<file path="config.mk">
export PLATFORM = sky130hd
export DESIGN_NAME = ctrl_pipe_hazard_flat
export DESIGN_NICKNAME = d
export VERILOG_FILES = /design/src/rtl/ctrl_pipe_hazard_if.sv /design/src/rtl/ctrl_pipe_hazard.sv /design/src/flat_wrapper.sv
export SDC_FILE = /design/constraint.sdc
export NUM_CORES = 1
export LEC_CHECK = 0
export BUFFER_PORTS_ARGS = -buffer_cell sky130_fd_sc_hd__clkbuf_2
export CAP_MARGIN = 20
export CORE_MARGIN = 1.5
export CORE_UTILIZATION = 50
export DETAILED_ROUTE_END_ITERATION = 7
export HOLD_SLACK_MARGIN = 0.15
export PLACE_DENSITY = 0.8
export SLEW_MARGIN = 30
export SYNTH_ARGS = -nofsm -noshare
export SYNTH_HDL_FRONTEND = slang
export SYNTH_SLANG_ARGS = --single-unit
export TNS_END_PERCENT = 10
</file>
<file path="constraint.sdc">
create_clock -name clk -period 2.7 [get_ports clk]
set_input_delay 0 -clock clk [delete_from_list [all_inputs] [get_ports clk]]
set_output_delay 0 -clock clk [all_outputs]
set_load 0.01 [all_outputs]
</file>
<file path="src/rtl/ctrl_pipe_hazard_if.sv">
// Pipeline control and hazard bundle.
// Decode-stage controls flow into the block.
// Stage registers, forward selects, stall controls and the stall counter flow out.
interface ctrl_pipe_hazard_if #(
   parameter int REGBITS = 5,
   parameter int CNTBITS = 16
);
   // decode stage
   logic                regwrited;
   logic                memtoregd;
   logic                memwrited;
   logic                alusrcd;
   logic                regdstd;
   logic                branchd;
   logic [1:0]          aluopd;
   logic [REGBITS-1:0]  rsd;
   logic [REGBITS-1:0]  rtd;
   logic [REGBITS-1:0]  rdd;

   // execute stage
   logic                regwritee;
   logic                memtorege;
   logic                memwritee;
   logic                alusrce;
   logic                regdste;
   logic [1:0]          aluope;
   logic [REGBITS-1:0]  rse;
   logic [REGBITS-1:0]  rte;
   logic [REGBITS-1:0]  rde;
   logic [REGBITS-1:0]  writerege;

   // memory stage
   logic                regwritem;
   logic                memtoregm;
   logic                memwritem;
   logic [REGBITS-1:0]  writeregm;

   // writeback stage
   logic                regwritew;
   logic                memtoregw;
   logic [REGBITS-1:0]  writeregw;

   // hazard unit
   logic [1:0]          forwardae;
   logic [1:0]          forwardbe;
   logic                forwardad;
   logic                forwardbd;
   logic                stallf;
   logic                stalld;
   logic                flushe;
   logic [CNTBITS-1:0]  stallcnt;

   // the decode-stage driver
   modport master (
      output regwrited, memtoregd, memwrited, alusrcd, regdstd, branchd,
             aluopd, rsd, rtd, rdd,
      input  regwritee, memtorege, memwritee, alusrce, regdste, aluope,
             rse, rte, rde, writerege,
             regwritem, memtoregm, memwritem, writeregm,
             regwritew, memtoregw, writeregw,
             forwardae, forwardbe, forwardad, forwardbd,
             stallf, stalld, flushe, stallcnt
   );

   // the pipeline control / hazard block
   modport slave (
      input  regwrited, memtoregd, memwrited, alusrcd, regdstd, branchd,
             aluopd, rsd, rtd, rdd,
      output regwritee, memtorege, memwritee, alusrce, regdste, aluope,
             rse, rte, rde, writerege,
             regwritem, memtoregm, memwritem, writeregm,
             regwritew, memtoregw, writeregw,
             forwardae, forwardbe, forwardad, forwardbd,
             stallf, stalld, flushe, stallcnt
   );
endinterface

</file>
<file path="src/rtl/ctrl_pipe_hazard.sv">
// Control pipeline for the E/M/W stages of a five-stage MIPS-style core.
// Also contains the hazard unit:
//   - execute and decode operand forwarding;
//   - load-use and branch stall detection;
//   - a saturating count of stall cycles.
module ctrl_pipe_hazard #(
   parameter int REGBITS = 5,
   parameter int CNTBITS = 16
) (
   input  logic              clk,
   input  logic              reset,
   ctrl_pipe_hazard_if.slave bus
);

   localparam logic [CNTBITS-1:0] CNT_ONE = CNTBITS'(1);
   localparam logic [CNTBITS-1:0] CNT_MAX = '1;

   typedef struct packed {
      logic               regwrite;
      logic               memtoreg;
      logic               memwrite;
      logic               alusrc;
      logic               regdst;
      logic [1:0]         aluop;
      logic [REGBITS-1:0] rs;
      logic [REGBITS-1:0] rt;
      logic [REGBITS-1:0] rd;
   } e_stage_t;

   typedef struct packed {
      logic               regwrite;
      logic               memtoreg;
      logic               memwrite;
      logic [REGBITS-1:0] writereg;
   } m_stage_t;

   typedef struct packed {
      logic               regwrite;
      logic               memtoreg;
      logic [REGBITS-1:0] writereg;
   } w_stage_t;

   e_stage_t           e_reg, e_next;
   m_stage_t           m_reg, m_next;
   w_stage_t           w_reg, w_next;
   logic [CNTBITS-1:0] stallcnt_reg, stallcnt_next;

   logic [REGBITS-1:0] writereg_e;
   logic               lwstall;
   logic               branchstall;
   logic               stall;

   // Operand sources: index 0 is rs, index 1 is rt.
   logic [1:0][REGBITS-1:0] src_e;
   logic [1:0][REGBITS-1:0] src_d;
   logic [1:0][1:0]         fwd_e;
   logic [1:0]              fwd_d;
   logic [1:0]              lw_hit;
   logic [1:0]              br_e_hit;
   logic [1:0]              br_m_hit;

   assign writereg_e = e_reg.regdst ? e_reg.rd : e_reg.rt;

   assign src_e[0] = e_reg.rs;
   assign src_e[1] = e_reg.rt;
   assign src_d[0] = bus.rsd;
   assign src_d[1] = bus.rtd;

   genvar gi;
   generate
      for (gi = 0; gi < 2; gi++) begin : g_operand
         // Register 0 is hard-wired zero, so it is never forwarded.
         // The M stage holds the younger result, so it wins over W.
         assign fwd_e[gi] =
            ((src_e[gi] != '0) && m_reg.regwrite && (src_e[gi] == m_reg.writereg)) ? 2'b10 :
            ((src_e[gi] != '0) && w_reg.regwrite && (src_e[gi] == w_reg.writereg)) ? 2'b01 :
                                                                                       2'b00;

         // Branch compare in decode can only take the M-stage ALU result.
         assign fwd_d[gi] = (src_d[gi] != '0) && m_reg.regwrite &&
                            (src_d[gi] == m_reg.writereg);

         // Stall compares deliberately include register 0.
         assign lw_hit[gi]   = (src_d[gi] == e_reg.rt);
         assign br_e_hit[gi] = (src_d[gi] == writereg_e);
         assign br_m_hit[gi] = (src_d[gi] == m_reg.writereg);
      end
   endgenerate

   assign lwstall     = e_reg.memtoreg && (|lw_hit);
   assign branchstall = bus.branchd &&
                        ((e_reg.regwrite && (|br_e_hit)) ||
                         (m_reg.memtoreg && (|br_m_hit)));
   assign stall       = lwstall || branchstall;

   // E stage takes the decode controls, or a bubble while the front end is held.
   always_comb begin
      e_next = '0;
      if (!stall) begin
         e_next.regwrite = bus.regwrited;
         e_next.memtoreg = bus.memtoregd;
         e_next.memwrite = bus.memwrited;
         e_next.alusrc   = bus.alusrcd;
         e_next.regdst   = bus.regdstd;
         e_next.aluop    = bus.aluopd;
         e_next.rs       = bus.rsd;
         e_next.rt       = bus.rtd;
         e_next.rd       = bus.rdd;
      end
   end

   // M and W stages simply advance each edge; they never stall or flush.
   always_comb begin
      m_next          = '0;
      m_next.regwrite = e_reg.regwrite;
      m_next.memtoreg = e_reg.memtoreg;
      m_next.memwrite = e_reg.memwrite;
      m_next.writereg = writereg_e;
      w_next          = '0;
      w_next.regwrite = m_reg.regwrite;
      w_next.memtoreg = m_reg.memtoreg;
      w_next.writereg = m_reg.writereg;
   end

   // The stall counter holds at all-ones instead of wrapping.
   // A cycle with both stall causes is counted once.
   always_comb begin
      stallcnt_next = stallcnt_reg;
      if (stall && (stallcnt_reg != CNT_MAX)) begin
         stallcnt_next = stallcnt_reg + CNT_ONE;
      end
   end

   // Pipeline and counter state.
   // Reset clears everything at once, whatever the clock is doing.
   always_ff @(posedge clk or negedge reset) begin
      if (!reset) begin
         e_reg        <= '0;
         m_reg        <= '0;
         w_reg        <= '0;
         stallcnt_reg <= '0;
      end else begin
         e_reg        <= e_next;
         m_reg        <= m_next;
         w_reg        <= w_next;
         stallcnt_reg <= stallcnt_next;
      end
   end

   assign bus.regwritee = e_reg.regwrite;
   assign bus.memtorege = e_reg.memtoreg;
   assign bus.memwritee = e_reg.memwrite;
   assign bus.alusrce   = e_reg.alusrc;
   assign bus.regdste   = e_reg.regdst;
   assign bus.aluope    = e_reg.aluop;
   assign bus.rse       = e_reg.rs;
   assign bus.rte       = e_reg.rt;
   assign bus.rde       = e_reg.rd;
   assign bus.writerege = writereg_e;

   assign bus.regwritem = m_reg.regwrite;
   assign bus.memtoregm = m_reg.memtoreg;
   assign bus.memwritem = m_reg.memwrite;
   assign bus.writeregm = m_reg.writereg;

   assign bus.regwritew = w_reg.regwrite;
   assign bus.memtoregw = w_reg.memtoreg;
   assign bus.writeregw = w_reg.writereg;

   assign bus.forwardae = fwd_e[0];
   assign bus.forwardbe = fwd_e[1];
   assign bus.forwardad = fwd_d[0];
   assign bus.forwardbd = fwd_d[1];

   assign bus.stallf    = stall;
   assign bus.stalld    = stall;
   assign bus.flushe    = stall;
   assign bus.stallcnt  = stallcnt_reg;

endmodule

</file>
<file path="src/flat_wrapper.sv">
// flat-port wrapper written by rule: the top's interface ports become plain ports
module ctrl_pipe_hazard_flat 
#(
   parameter int REGBITS = 5,
   parameter int CNTBITS = 16
)
  (clk, reset, bus_regwrited, bus_memtoregd, bus_memwrited, bus_alusrcd, bus_regdstd, bus_branchd, bus_aluopd, bus_rsd, bus_rtd, bus_rdd, bus_regwritee, bus_memtorege, bus_memwritee, bus_alusrce, bus_regdste, bus_aluope, bus_rse, bus_rte, bus_rde, bus_writerege, bus_regwritem, bus_memtoregm, bus_memwritem, bus_writeregm, bus_regwritew, bus_memtoregw, bus_writeregw, bus_forwardae, bus_forwardbe, bus_forwardad, bus_forwardbd, bus_stallf, bus_stalld, bus_flushe, bus_stallcnt);
  ctrl_pipe_hazard_if #(.REGBITS(REGBITS), .CNTBITS(CNTBITS)) bus_i ();
  input  logic clk;
  input  logic reset;
  input wire logic [$bits(bus_i.regwrited)-1:0] bus_regwrited;
  input wire logic [$bits(bus_i.memtoregd)-1:0] bus_memtoregd;
  input wire logic [$bits(bus_i.memwrited)-1:0] bus_memwrited;
  input wire logic [$bits(bus_i.alusrcd)-1:0] bus_alusrcd;
  input wire logic [$bits(bus_i.regdstd)-1:0] bus_regdstd;
  input wire logic [$bits(bus_i.branchd)-1:0] bus_branchd;
  input wire logic [$bits(bus_i.aluopd)-1:0] bus_aluopd;
  input wire logic [$bits(bus_i.rsd)-1:0] bus_rsd;
  input wire logic [$bits(bus_i.rtd)-1:0] bus_rtd;
  input wire logic [$bits(bus_i.rdd)-1:0] bus_rdd;
  output wire logic [$bits(bus_i.regwritee)-1:0] bus_regwritee;
  output wire logic [$bits(bus_i.memtorege)-1:0] bus_memtorege;
  output wire logic [$bits(bus_i.memwritee)-1:0] bus_memwritee;
  output wire logic [$bits(bus_i.alusrce)-1:0] bus_alusrce;
  output wire logic [$bits(bus_i.regdste)-1:0] bus_regdste;
  output wire logic [$bits(bus_i.aluope)-1:0] bus_aluope;
  output wire logic [$bits(bus_i.rse)-1:0] bus_rse;
  output wire logic [$bits(bus_i.rte)-1:0] bus_rte;
  output wire logic [$bits(bus_i.rde)-1:0] bus_rde;
  output wire logic [$bits(bus_i.writerege)-1:0] bus_writerege;
  output wire logic [$bits(bus_i.regwritem)-1:0] bus_regwritem;
  output wire logic [$bits(bus_i.memtoregm)-1:0] bus_memtoregm;
  output wire logic [$bits(bus_i.memwritem)-1:0] bus_memwritem;
  output wire logic [$bits(bus_i.writeregm)-1:0] bus_writeregm;
  output wire logic [$bits(bus_i.regwritew)-1:0] bus_regwritew;
  output wire logic [$bits(bus_i.memtoregw)-1:0] bus_memtoregw;
  output wire logic [$bits(bus_i.writeregw)-1:0] bus_writeregw;
  output wire logic [$bits(bus_i.forwardae)-1:0] bus_forwardae;
  output wire logic [$bits(bus_i.forwardbe)-1:0] bus_forwardbe;
  output wire logic [$bits(bus_i.forwardad)-1:0] bus_forwardad;
  output wire logic [$bits(bus_i.forwardbd)-1:0] bus_forwardbd;
  output wire logic [$bits(bus_i.stallf)-1:0] bus_stallf;
  output wire logic [$bits(bus_i.stalld)-1:0] bus_stalld;
  output wire logic [$bits(bus_i.flushe)-1:0] bus_flushe;
  output wire logic [$bits(bus_i.stallcnt)-1:0] bus_stallcnt;
  assign bus_i.regwrited = bus_regwrited;
  assign bus_i.memtoregd = bus_memtoregd;
  assign bus_i.memwrited = bus_memwrited;
  assign bus_i.alusrcd = bus_alusrcd;
  assign bus_i.regdstd = bus_regdstd;
  assign bus_i.branchd = bus_branchd;
  assign bus_i.aluopd = bus_aluopd;
  assign bus_i.rsd = bus_rsd;
  assign bus_i.rtd = bus_rtd;
  assign bus_i.rdd = bus_rdd;
  assign bus_regwritee = bus_i.regwritee;
  assign bus_memtorege = bus_i.memtorege;
  assign bus_memwritee = bus_i.memwritee;
  assign bus_alusrce = bus_i.alusrce;
  assign bus_regdste = bus_i.regdste;
  assign bus_aluope = bus_i.aluope;
  assign bus_rse = bus_i.rse;
  assign bus_rte = bus_i.rte;
  assign bus_rde = bus_i.rde;
  assign bus_writerege = bus_i.writerege;
  assign bus_regwritem = bus_i.regwritem;
  assign bus_memtoregm = bus_i.memtoregm;
  assign bus_memwritem = bus_i.memwritem;
  assign bus_writeregm = bus_i.writeregm;
  assign bus_regwritew = bus_i.regwritew;
  assign bus_memtoregw = bus_i.memtoregw;
  assign bus_writeregw = bus_i.writeregw;
  assign bus_forwardae = bus_i.forwardae;
  assign bus_forwardbe = bus_i.forwardbe;
  assign bus_forwardad = bus_i.forwardad;
  assign bus_forwardbd = bus_i.forwardbd;
  assign bus_stallf = bus_i.stallf;
  assign bus_stalld = bus_i.stalld;
  assign bus_flushe = bus_i.flushe;
  assign bus_stallcnt = bus_i.stallcnt;
  ctrl_pipe_hazard #(.REGBITS(REGBITS), .CNTBITS(CNTBITS)) u_core (.clk(clk), .reset(reset), .bus(bus_i));
endmodule
</file>
==> flow_metrics.py <==
metrics = {
    "run_status": {
        "status": "finished, final reports clean",
    },
    "layout": {
        "diodes": 0,
        "ff_latch_area_um2": 1330,
        "area_delta_synth_final_pct": 30.8,
        "largest_reg_flops": 16,
        "fin_nets": 382,
        "design_area_um2": 3510,
        "multiInputGateArea_um2": 1230,
        "drive_gt1_share_pct": 32.8,
        "nFillCells": 426,
    },
    "setup_path": {
        "r2r-end": "u_core.bus.stallcnt[11]",
        "setup.worst_path.class": "reg2reg",
        "slowest_stage": "or4_4",
        "crit_required_ps": 2890,
        "end_kind": "register",
        "crit_path_start_kind": "register",
        "critPathTopFamily": "simple AND/OR/NAND/NOR gates",
        "worstReg2RegStart": "u_core.bus.regdste",
        "reg2reg_slack_ps": 260,
        "arrival_ps": 2640,
        "max_stage_delay_ps": 570,
        "cp_max_fo": 38,
        "r2r_cells": 7,
        "path_cells": "mux2i_2, xnor2_1, nor4_1, nand4_1, and4_4, or4_4, mux2i_1",
        "crit_start": "u_core.bus.regdste",
        "critPathBufInv": 0,
    },
    "routing": {
        "wire_per_inst_um": 15.1,
        "drc": 0,
        "drt-pass1-iter-count": 4,
        "routed_wl_mm": 6.46,
        "routed_via_density": 5.17,
        "ant_nets": 0,
        "drtIter0Drc": 176,
        "num_vias": 2208,
    },
    "floorplan": {
        "coreArea_um2": 5140,
        "rows": 26,
        "initial_utilization_pct": 52.1,
        "die_area_um2": 5810,
        "io_pins": 92,
        "die_w_um": 76.2,
        "die_h_um": 76.2,
    },
    "place": {
        "io_buffers": 91,
        "pre_cts_ws_ps": 152,
        "dp_hpwl_mm": 4.66,
        "place_area_um2": 3180,
        "gp_congestion": 0.841,
    },
    "clock_tree": {
        "clk_pin_slew_ps": 90,
        "numCtsBuffers": 5,
        "cts_root_buffer": "clkbuf_8",
        "clk_latency_ps": 300,
        "cts_tree": "yes",
        "cts_max_level": 2,
        "cts.sinks": 53,
        "clockBufferDepth": 2,
    },
    "synth": {
        "yosysTopAreaCell": "dfrtp_1",
        "synth_area_um2": 2680,
        "synthDistinctLibCells": 34,
        "synth-simple-area-share_pct": 19.9,
        "synth_fp_nets": 268,
        "synthAdderAreaFrac_pct": 0.467,
        "synth-compound-area-share_pct": 1.40,
        "synth_area_leaders": "dfrtp_1, xnor2_1, xor2_1, and2_1, nand4_1",
        "synthXorXnorAreaFrac_pct": 20.6,
        "yosys_warnings": 0,
        "post_synth.cell_area_avg_um2": 11.1,
        "synthMuxAreaShare_pct": 3.64,
        "synth.top_cell.area_share_pct": 49.5,
        "synth_top_family_by_area": "XOR/XNOR gates",
        "ys_seq_area_share_pct": 49.5,
        "syn-instance-count": 242,
        "ys_ff_latch": 53,
    },
    "sta": {
        "worst_slack_ps": 256,
        "max_slew_margin_pct": 61.3,
        "clock_skew_ps": 5.08,
        "drv_slew": 0,
        "tightestPinTransition_ps": 581,
        "period_share_pct": 90.5,
        "layout_min_cycle_time_ps": 2440,
        "rsz0062_at_grt": "no",
        "finalHoldViolations": 0,
        "max_freq_mhz": 409,
        "finalSetupViolations": 0,
        "tns_ps": 0,
    },
    "grt": {
        "grt_max_degree": 45,
        "grt_overflow": 0,
        "grt_pass1_wl_mm": 10.7,
        "grt_pass1_vias": 2181,
        "grt.total_usage_pct": 23.4,
        "antenna_found_initial": 0,
    },
    "power_and_ir_drop": {
        "power.leakage_nw": 1.68,
        "peakVddDrop_mv": 0.433,
        "p_per_area_nw_per_um2": 573,
    },
    "hold_path": {
        "hp-class": "in2async",
    },
    "job": {
        "max_cap_viol_count": 0,
    },
}
[what timing repair did]
action | CTS | global route
hold buffers | 23 | 0
setup buffers | 0 | 0
setup endpoints to repair | 0 | 1
endpoints found under the hold margin | 65 | 0
resized for setup | 0 | 1
[cells by family (layout without fill, tap and decap cells)]
group,Yosys count,in the layout
multiplexers,8,8
AO/OA/AOI/OAI,5,5
XOR/XNOR,63,63
adder cells (fa/ha/maj),1,1
buffers and inverters,21,136
AND/OR/NAND/NOR,91,91
flip-flops,53,53
[per-layer routing]
layer	vias up	global-route usage [%]	routed length, µm
met2	90	40.9	3380
met5	-	0	0
met3	13	4.67	348
met1	1063	28.9	2600
li1	1042	-	-
met4	0	7.96	128
[worst register-to-register path, stage by stage, from the launching register on]
cell and delay (ps):
dfrtp_2 480, mux2i_2 340, xnor2_1 110, nor4_1 270, nand4_1 120, and4_4 310, or4_4 570, mux2i_1 130
[synth_stat cells]
master / count
xor2_1: 27
nor4b_2: 1
and2_1: 22
nand4_1: 11
mux2i_2: 4
nor2_1: 10
buf_4: 2
nor3b_1: 3
o311a_1: 2
or4_4: 1
and3_1: 1
o21ai_0: 1
nand3_1: 9
mux2i_1: 2
buf_6: 3
o211ai_1: 1
buf_2: 2
a21oi_1: 1
nand2_1: 8
and4_4: 1
and4_1: 1
xnor2_1: 36
mux2_2: 2
inv_1: 7
nor3_1: 9
clkbuf_8: 1
ha_1: 1
or3_1: 3
nand2b_1: 1
nor3_2: 1
dfrtp_1: 53
or4_1: 2
clkbuf_1: 6
nor4_1: 7
[final cells by class]
type                       instances  area share (%)
multi-input combinational        168            35.2
clock buffer                       5            1.96
inverter                           7           0.749
clock inverter                     3           0.642
tap                               70            2.50
timing repair buffer             121            21.1
sequential                        53            37.9
[where the power goes]
| part | internal [W] | switching (W) | total [W] | leakage [nW] |
|---|---|---|---|---|
| Clock | 0.000184 | 0.000259 | 0.000443 | 0.0481 |
| Combinational | 0.000281 | 0.000282 | 0.000563 | 0.987 |
| Sequential | 0.000886 | 0.000118 | 0.00100 | 0.649 |
[per-stage QoR]
stage	power [W]	hold WS [ps]	instances	util [%]
3_3_place_gp	0.00154	209	396	61.9
6_report	0.00201	254	427	68.2
5_1_grt	0.00212	309	427	68.2
4_1_cts	0.00203	261	427	68.2
2_1_floorplan	0.00134	-296	242	-
3_5_place_dp	0.00156	70.0	396	61.9
[how the worst max path moves through the flow]
stage,to,slack [ps],cells after the start
floorplan,u_core.bus.stallcnt[14],460,9
global placement,u_core.bus.stallcnt[11],250,7
detailed placement,u_core.bus.stallcnt[11],150,7
CTS,u_core.bus.stallcnt[11],140,7
global route,u_core.bus.stallcnt[11],90,7
finish,u_core.bus.stallcnt[11],260,7
[layout by cell type, fill, tap and decap left out, drive strengths merged, types with 3 or more instances in the layout]
cell	n
clkbuf	96
dfrtp	53
xnor2	36
xor2	27
dlygate4sd3	23
and2	22
nand4	11
nor2	10
nor3	10
nand3	9
nand2	8
inv	7
nor4	7
buf	7
mux2i	6
or3	3
nor3b	3
or4	3
clkinv	3
Note: power is estimated with default switching activity, not from simulation.
